$ cat src/rtl/alu_bist_ctrl.sv
// alu_bist_ctrl: BIST sequencer for the 32-bit ALU.
// Drives every operand pair from two LFSRs through all 18 ALU commands. The
// DUT ALU and the reference ALU run in parallel, and the sequencer compares
// their five results on every cycle. It counts mismatches and keeps a copy
// of the first failure.
//
// Ports:
//   clk, rst              clock, synchronous active-high reset
//   start, abort          begin a run (single-cycle pulse) / stop the current run
//   opA, opB, S, Cin, M   registered drive to both ALUs
//   DO, C, V, N, Z        DUT ALU results
//   *_ref                 reference ALU results
//   busy, done, pass      run status
//   aborted               last run ended by abort
//   err_cnt               saturating mismatch count
//   fail_vec, fail_cmd    vector and command index of the first mismatch
//   fail_obs, fail_exp    {DO,C,V,N,Z} and its reference at the first mismatch
module alu_bist_ctrl #(
  parameter int unsigned n      = 32,
  parameter int unsigned N_VEC  = 1000,
  parameter logic [31:0] SEED_A = 32'h0000_0001,
  parameter logic [31:0] SEED_B = 32'h0000_0002
) (
  input  logic           clk,
  input  logic           rst,
  input  logic           start,
  input  logic           abort,
  output logic [n-1:0]   opA,
  output logic [n-1:0]   opB,
  output logic [3:0]     S,
  output logic           Cin,
  output logic           M,
  input  logic [n-1:0]   DO,
  input  logic           C,
  input  logic           V,
  input  logic           N,
  input  logic           Z,
  input  logic [n-1:0]   DO_ref,
  input  logic           C_ref,
  input  logic           V_ref,
  input  logic           N_ref,
  input  logic           Z_ref,
  output logic           busy,
  output logic           done,
  output logic           pass,
  output logic           aborted,
  output logic [15:0]    err_cnt,
  output logic [31:0]    fail_vec,
  output logic [4:0]     fail_cmd,
  output logic [n+3:0]   fail_obs,
  output logic [n+3:0]   fail_exp
);

  // An all-zero LFSR would lock up, so a zero seed is replaced by 1.
  localparam logic [31:0] SeedA   = (SEED_A == 32'd0) ? 32'd1 : SEED_A;
  localparam logic [31:0] SeedB   = (SEED_B == 32'd0) ? 32'd1 : SEED_B;
  localparam logic [31:0] Poly    = 32'h8020_0003;
  localparam logic [4:0]  LastCmd = 5'd17;
  localparam logic [31:0] LastVec = 32'(N_VEC - 1);

  typedef enum logic [1:0] {StIdle, StRun, StDone} state_e;

  // Command ROM, packed as {S,Cin,M}.
  function automatic logic [5:0] cmd_rom(input logic [4:0] idx);
    if (idx < 5'd16)       return {idx[3:0], 2'b10};
    else if (idx == 5'd16) return 6'b100101;
    else                   return 6'b011011;
  endfunction

  function automatic logic [31:0] lfsr_step(input logic [31:0] q);
    return (q >> 1) ^ (q[0] ? Poly : 32'd0);
  endfunction

  state_e        r_state, w_state_nxt;
  logic [31:0]   r_lfsr_a, w_lfsr_a_nxt, r_lfsr_b, w_lfsr_b_nxt;
  logic [4:0]    r_cmd_idx, w_cmd_idx_nxt;
  logic [31:0]   r_vec_cnt, w_vec_cnt_nxt;
  logic [n-1:0]  r_op_a, w_op_a_nxt, r_op_b, w_op_b_nxt;
  logic [5:0]    r_cmd, w_cmd_nxt;
  logic          r_aborted, w_aborted_nxt;
  logic [15:0]   r_err_cnt, w_err_cnt_nxt;
  logic          r_fail_seen, w_fail_seen_nxt;
  logic [31:0]   r_fail_vec, w_fail_vec_nxt;
  logic [4:0]    r_fail_cmd, w_fail_cmd_nxt;
  logic [n+3:0]  r_fail_obs, w_fail_obs_nxt, r_fail_exp, w_fail_exp_nxt;

  logic [n+3:0]  w_obs, w_exp;
  logic          w_mismatch;
  logic [31:0]   w_step_a, w_step_b;

  assign w_obs      = {DO, C, V, N, Z};
  assign w_exp      = {DO_ref, C_ref, V_ref, N_ref, Z_ref};
  assign w_mismatch = (w_obs != w_exp);
  assign w_step_a   = lfsr_step(r_lfsr_a);
  assign w_step_b   = lfsr_step(r_lfsr_b);

  always_comb begin
    w_state_nxt     = r_state;
    w_lfsr_a_nxt    = r_lfsr_a;
    w_lfsr_b_nxt    = r_lfsr_b;
    w_cmd_idx_nxt   = r_cmd_idx;
    w_vec_cnt_nxt   = r_vec_cnt;
    w_op_a_nxt      = r_op_a;
    w_op_b_nxt      = r_op_b;
    w_cmd_nxt       = r_cmd;
    w_aborted_nxt   = r_aborted;
    w_err_cnt_nxt   = r_err_cnt;
    w_fail_seen_nxt = r_fail_seen;
    w_fail_vec_nxt  = r_fail_vec;
    w_fail_cmd_nxt  = r_fail_cmd;
    w_fail_obs_nxt  = r_fail_obs;
    w_fail_exp_nxt  = r_fail_exp;

    unique case (r_state)
      StIdle, StDone: begin
        // abort is ignored outside RUN, even when it coincides with start.
        if (start) begin
          w_state_nxt     = StRun;
          w_lfsr_a_nxt    = SeedA;
          w_lfsr_b_nxt    = SeedB;
          w_op_a_nxt      = SeedA[n-1:0];
          w_op_b_nxt      = SeedB[n-1:0];
          w_cmd_nxt       = cmd_rom(5'd0);
          w_cmd_idx_nxt   = 5'd0;
          w_vec_cnt_nxt   = 32'd0;
          w_err_cnt_nxt   = 16'd0;
          w_fail_seen_nxt = 1'b0;
          w_fail_vec_nxt  = 32'd0;
          w_fail_cmd_nxt  = 5'd0;
          w_fail_obs_nxt  = '0;
          w_fail_exp_nxt  = '0;
          w_aborted_nxt   = 1'b0;
        end
      end
      StRun: begin
        // The ALUs are combinational: this cycle's results belong to the
        // command currently on the drive registers.
        if (w_mismatch) begin
          if (r_err_cnt != 16'hFFFF) w_err_cnt_nxt = r_err_cnt + 16'd1;
          if (!r_fail_seen) begin
            w_fail_seen_nxt = 1'b1;
            w_fail_vec_nxt  = r_vec_cnt;
            w_fail_cmd_nxt  = r_cmd_idx;
            w_fail_obs_nxt  = w_obs;
            w_fail_exp_nxt  = w_exp;
          end
        end
        if (abort) begin
          w_state_nxt   = StDone;
          w_aborted_nxt = 1'b1;
        end else if (r_cmd_idx != LastCmd) begin
          w_cmd_idx_nxt = r_cmd_idx + 5'd1;
          w_cmd_nxt     = cmd_rom(r_cmd_idx + 5'd1);
        end else if (r_vec_cnt != LastVec) begin
          w_lfsr_a_nxt  = w_step_a;
          w_lfsr_b_nxt  = w_step_b;
          w_op_a_nxt    = w_step_a[n-1:0];
          w_op_b_nxt    = w_step_b[n-1:0];
          w_cmd_nxt     = cmd_rom(5'd0);
          w_cmd_idx_nxt = 5'd0;
          w_vec_cnt_nxt = r_vec_cnt + 32'd1;
        end else begin
          w_state_nxt = StDone;
        end
      end
      default: w_state_nxt = StIdle;
    endcase
  end

  always_ff @(posedge clk) begin
    if (rst) begin
      r_state     <= StIdle;
      r_lfsr_a    <= SeedA;
      r_lfsr_b    <= SeedB;
      r_cmd_idx   <= 5'd0;
      r_vec_cnt   <= 32'd0;
      r_op_a      <= '0;
      r_op_b      <= '0;
      r_cmd       <= 6'd0;
      r_aborted   <= 1'b0;
      r_err_cnt   <= 16'd0;
      r_fail_seen <= 1'b0;
      r_fail_vec  <= 32'd0;
      r_fail_cmd  <= 5'd0;
      r_fail_obs  <= '0;
      r_fail_exp  <= '0;
    end else begin
      r_state     <= w_state_nxt;
      r_lfsr_a    <= w_lfsr_a_nxt;
      r_lfsr_b    <= w_lfsr_b_nxt;
      r_cmd_idx   <= w_cmd_idx_nxt;
      r_vec_cnt   <= w_vec_cnt_nxt;
      r_op_a      <= w_op_a_nxt;
      r_op_b      <= w_op_b_nxt;
      r_cmd       <= w_cmd_nxt;
      r_aborted   <= w_aborted_nxt;
      r_err_cnt   <= w_err_cnt_nxt;
      r_fail_seen <= w_fail_seen_nxt;
      r_fail_vec  <= w_fail_vec_nxt;
      r_fail_cmd  <= w_fail_cmd_nxt;
      r_fail_obs  <= w_fail_obs_nxt;
      r_fail_exp  <= w_fail_exp_nxt;
    end
  end

  assign opA          = r_op_a;
  assign opB          = r_op_b;
  assign {S, Cin, M}  = r_cmd;
  assign busy         = (r_state == StRun);
  assign done         = (r_state == StDone);
  assign aborted      = r_aborted;
  assign pass         = done & ~r_aborted & (r_err_cnt == 16'd0);
  assign err_cnt      = r_err_cnt;
  assign fail_vec     = r_fail_vec;
  assign fail_cmd     = r_fail_cmd;
  assign fail_obs     = r_fail_obs;
  assign fail_exp     = r_fail_exp;

endmodule

$ cat config.mk
export PLATFORM = sky130hd
export DESIGN_NAME = alu_bist_ctrl
export DESIGN_NICKNAME = d
export VERILOG_FILES = /design/src/rtl/alu_bist_ctrl.sv
export SDC_FILE = /design/constraint.sdc
export NUM_CORES = 1
export LEC_CHECK = 0
export BUFFER_PORTS_ARGS = -buffer_cell sky130_fd_sc_hd__clkbuf_2
export CAP_MARGIN = 40
export CORE_MARGIN = 2
export CORE_UTILIZATION = 45
export CTS_CLUSTER_DIAMETER = 200
export DETAILED_ROUTE_END_ITERATION = 16
export PLACE_DENSITY_LB_ADDON = 0.1
export SETUP_SLACK_MARGIN = 0.15
export SLEW_MARGIN = 30
export SYNTH_ARGS = -nofsm -noshare
export SYNTH_HDL_FRONTEND = slang
export SYNTH_SLANG_ARGS = --single-unit
$ cat constraint.sdc
create_clock -name clk -period 2.9 [get_ports clk]
set_clock_uncertainty 0.15 [all_clocks]
set_input_delay 0.145 -clock clk [delete_from_list [all_inputs] [get_ports clk]]
set_output_delay 0.145 -clock clk [all_outputs]
set_load 0.03 [all_outputs]
==> results.toml <==
[run_status]
status = "finished clean"

[logic_synthesis]
synth_edf_count = 0
syn_inst = 1089
synthTopCellsByArea = "dfxtp_1, a22o_1, nand3_1"
netlist_area_sq_um = 10000
synth_flop_cell = "dfxtp_1"
syn-num-nets = 1171
yosysTopAreaCellShare_pct = 47.4
yosys_warnings = 0
postSynthAreaPerCell_sq_um = 9.19
yosysTopAreaCell = "dfxtp_1"
synthDistinctLibCells = 56
postSynth.asyncResetShare_pct = 0
ys_seq_area_share_pct = 47.4
ys_seq_elements = 237

[setup_path]
ff2ff_path_depth = 7
start_kind = "flip-flop"
r2r_slack_ns = 0.37
timing.rr.end = "r_vec_cnt[16]$_SDFFE_PP0P_"
cp_max_fo = 66
cp.required_ns = 2.61
critical_path_class = "reg2out"
arrival_ns = 2.32
r2r_start = "r_cmd[0]$_SDFFE_PP0P_"
cp-end-kind = "output pin"
crit_start = "r_state[1]$_SDFFE_PP0P_"

[final_layout]
drive_gt1_share_pct = 25.8
finish.utilization_pct = 59.1
final_cell_mix = "clkbuf_2, dfxtp_1, a22o_1"
fin_nets = 1443
final_common_cell = "clkbuf_2"
diodes = 0
fillCellCount = 1954
syn_to_final_growth_pct = 28.7
fin_cells = 1658

[drt]
avgRoutedWirePerCell_um = 17.4
vias = 8979
viasPerCell = 5.42
wirelength_um = 28900
first_pass_iters = 5
ant_nets = 0
drt_iter0_markers = 528
drc = 0

[die]
die_h_um = 153
die-area_sq_um = 23500
core_region_area_sq_um = 21800
start_util_pct = 45.9
placementRows = 54
die_w_um = 153
ios = 275

[clock_tree]
clkTransAtPathRegs_ns = 0.06
clock_tree.root_cell = "clkbuf_16"
clock_path_buffers = 3
clock_latency_ns = 0.52
cts_made_buffers = 26
cts_tree = "done"
htreeDepth = 1
clock_sinks = 237
cts_resized = 0

[sta]
rsz0062_at_grt = "no"
hold_violations = 0
max_freq_mhz = 382
setup_viol = 0
slew_headroom_pct = 41.0
whs_ns = 0.252
tns_ns = 0
drv_slew = 0
finalWorstSetupSlack_ns = 0.285
timing.final.crit_period_ns = 2.61
min_period_over_period_pct = 90.2
tightest_slew_ns = 0.885

[placed_design]
portBuffers = 274
gp_congestion = 0.847
dp_slack_ns = 0.277
dp.cells = 1535
dpl.hpwl_um = 19000

[grt]
grt_antenna_before_repair = 0
grt_overflow = 0
grt_usage_pct = 23.6
grt_pass1_wl_um = 46400
grt_pass1_vias = 8628
grt_start_max_net_pins = 110

[power_and_ir_drop]
powerDensity_nw_per_um2 = 594
max-vdd-ir-drop_v = 0.000389
total_leakage_power_uw = 0.00534
p_sw_uw = 1900
comb_power_share_pct = 10.5
switching_share_pct = 24.9
pwr-share-seq_pct = 43.9
clockPowerShare_pct = 45.5
power_report.internal_total_uw = 5740

[flow_run]
max_cap_violations = 0

[worst_hold_path]
min_path_cells = 3
hold_end = "fail_obs[13]$_SDFFE_PP0P_"
worstHoldPathType = "in2reg"
hold_start = "DO[9]"
-- how the worst max path moves through the flow --
| stage | end |
|---|---|
| finish | busy |
| global route | busy |
| floorplan | err_cnt[0]$_SDFFE_PP0P_ |
| detailed placement | fail_exp[4]$_SDFFE_PP0P_ |
| global placement | fail_vec[27]$_SDFFE_PP0P_ |
| CTS | busy |
-- cell families after synthesis --
kind of cell	count (synthesis)	synth area share, %
xor gates and xnor gates	63	5.51
and+or+nand+nor	396	20.3
buffers and inverters	143	8.53
DFF	237	47.4
AOI/OAI and AO/OA	244	17.5
adders and majority gates	6	0.750
-- final cells by class --
cell class | count | area [sq um] | area share [%]
inverter | 9 | 33.8 | 0.262
sequential | 237 | 4740 | 36.8
clock inverter | 10 | 156 | 1.21
multi-input combinational | 709 | 4440 | 34.4
timing repair buffer | 378 | 2420 | 18.8
clock buffer | 35 | 746 | 5.79
tap | 280 | 350 | 2.72
-- metrics by stage --
stage          area [sq um]  power [uW]
3_3_place_gp          11200        4140
3_5_place_dp          11200        4150
2_1_floorplan         10000        3880
5_1_grt               12900        7910
6_report              12900        7650
4_1_cts               12900        7720
-- worst max-delay path: stages (launching register included) --
cell and delay, ns:
dfxtp_1 0.34, nand2b_2 0.22, buf_4 0.20, inv_2 0.11
buf_4 0.56, clkbuf_2 0.32
-- power groups by stage --
stage	Clock, uW	Sequential (uW)	Combinational (uW)
after floorplan	0	3530	358
after global placement	0	3430	715
after detailed placement	0	3430	719
after CTS	3560	3360	806
after global routing	3670	3360	867
final	3480	3360	807
-- state kept, by name (all words and copies together) (netlist names) --
| name | flops |
|---|---|
| r_state | 2 |
| fail_vec | 32 |
| fail_cmd | 5 |
| fail_obs | 36 |
| r_vec_cnt | 32 |
| r_cmd | 6 |
| aborted | 1 |
| fail_exp | 36 |
| opA | 1 |
| r_lfsr_b | 32 |
| r_cmd_idx | 4 |
| r_fail_seen | 1 |
| r_lfsr_a | 32 |
| err_cnt | 16 |
| opB | 1 |
-- repair_timing --
item / 4_1_cts / 5_1_grt
hold endpoints to repair: 85 / 0
hold buffers: 76 / 0
setup endpoints to repair: 0 / 109
setup buffers: 0 / 2
-- cells in the mapped netlist (3+ instances only) --
cell and count:
dfxtp_1 237, nor3_1 12, xor2_1 51, o21ai_0 11
xnor2_1 12, a31oi_1 6, buf_2 17, ha_1 6
nand4b_1 3, nand2b_1 7, nor2_1 62, buf_4 63
and4_1 6, buf_6 8, nor3b_1 3, a22o_1 109
nand3_1 95, o211ai_1 5, or3_1 5, nand2_1 98
clkbuf_1 36, inv_1 8, or4_1 9, nand4_1 24
nor4_1 29, and2_1 3, buf_1 10, o31ai_1 8
a21oi_1 88, nor2b_1 21, and3_1 7
-- metal layers --
layer / global-route usage, % / part of all wire, %
met1: 30.9 / 44
met3: 5.42 / 6.4
met2: 39.0 / 47
met4: 7.41 / 3.0
met5: 0 / 0
No activity file was read; power rests on OpenSTA's default activity.
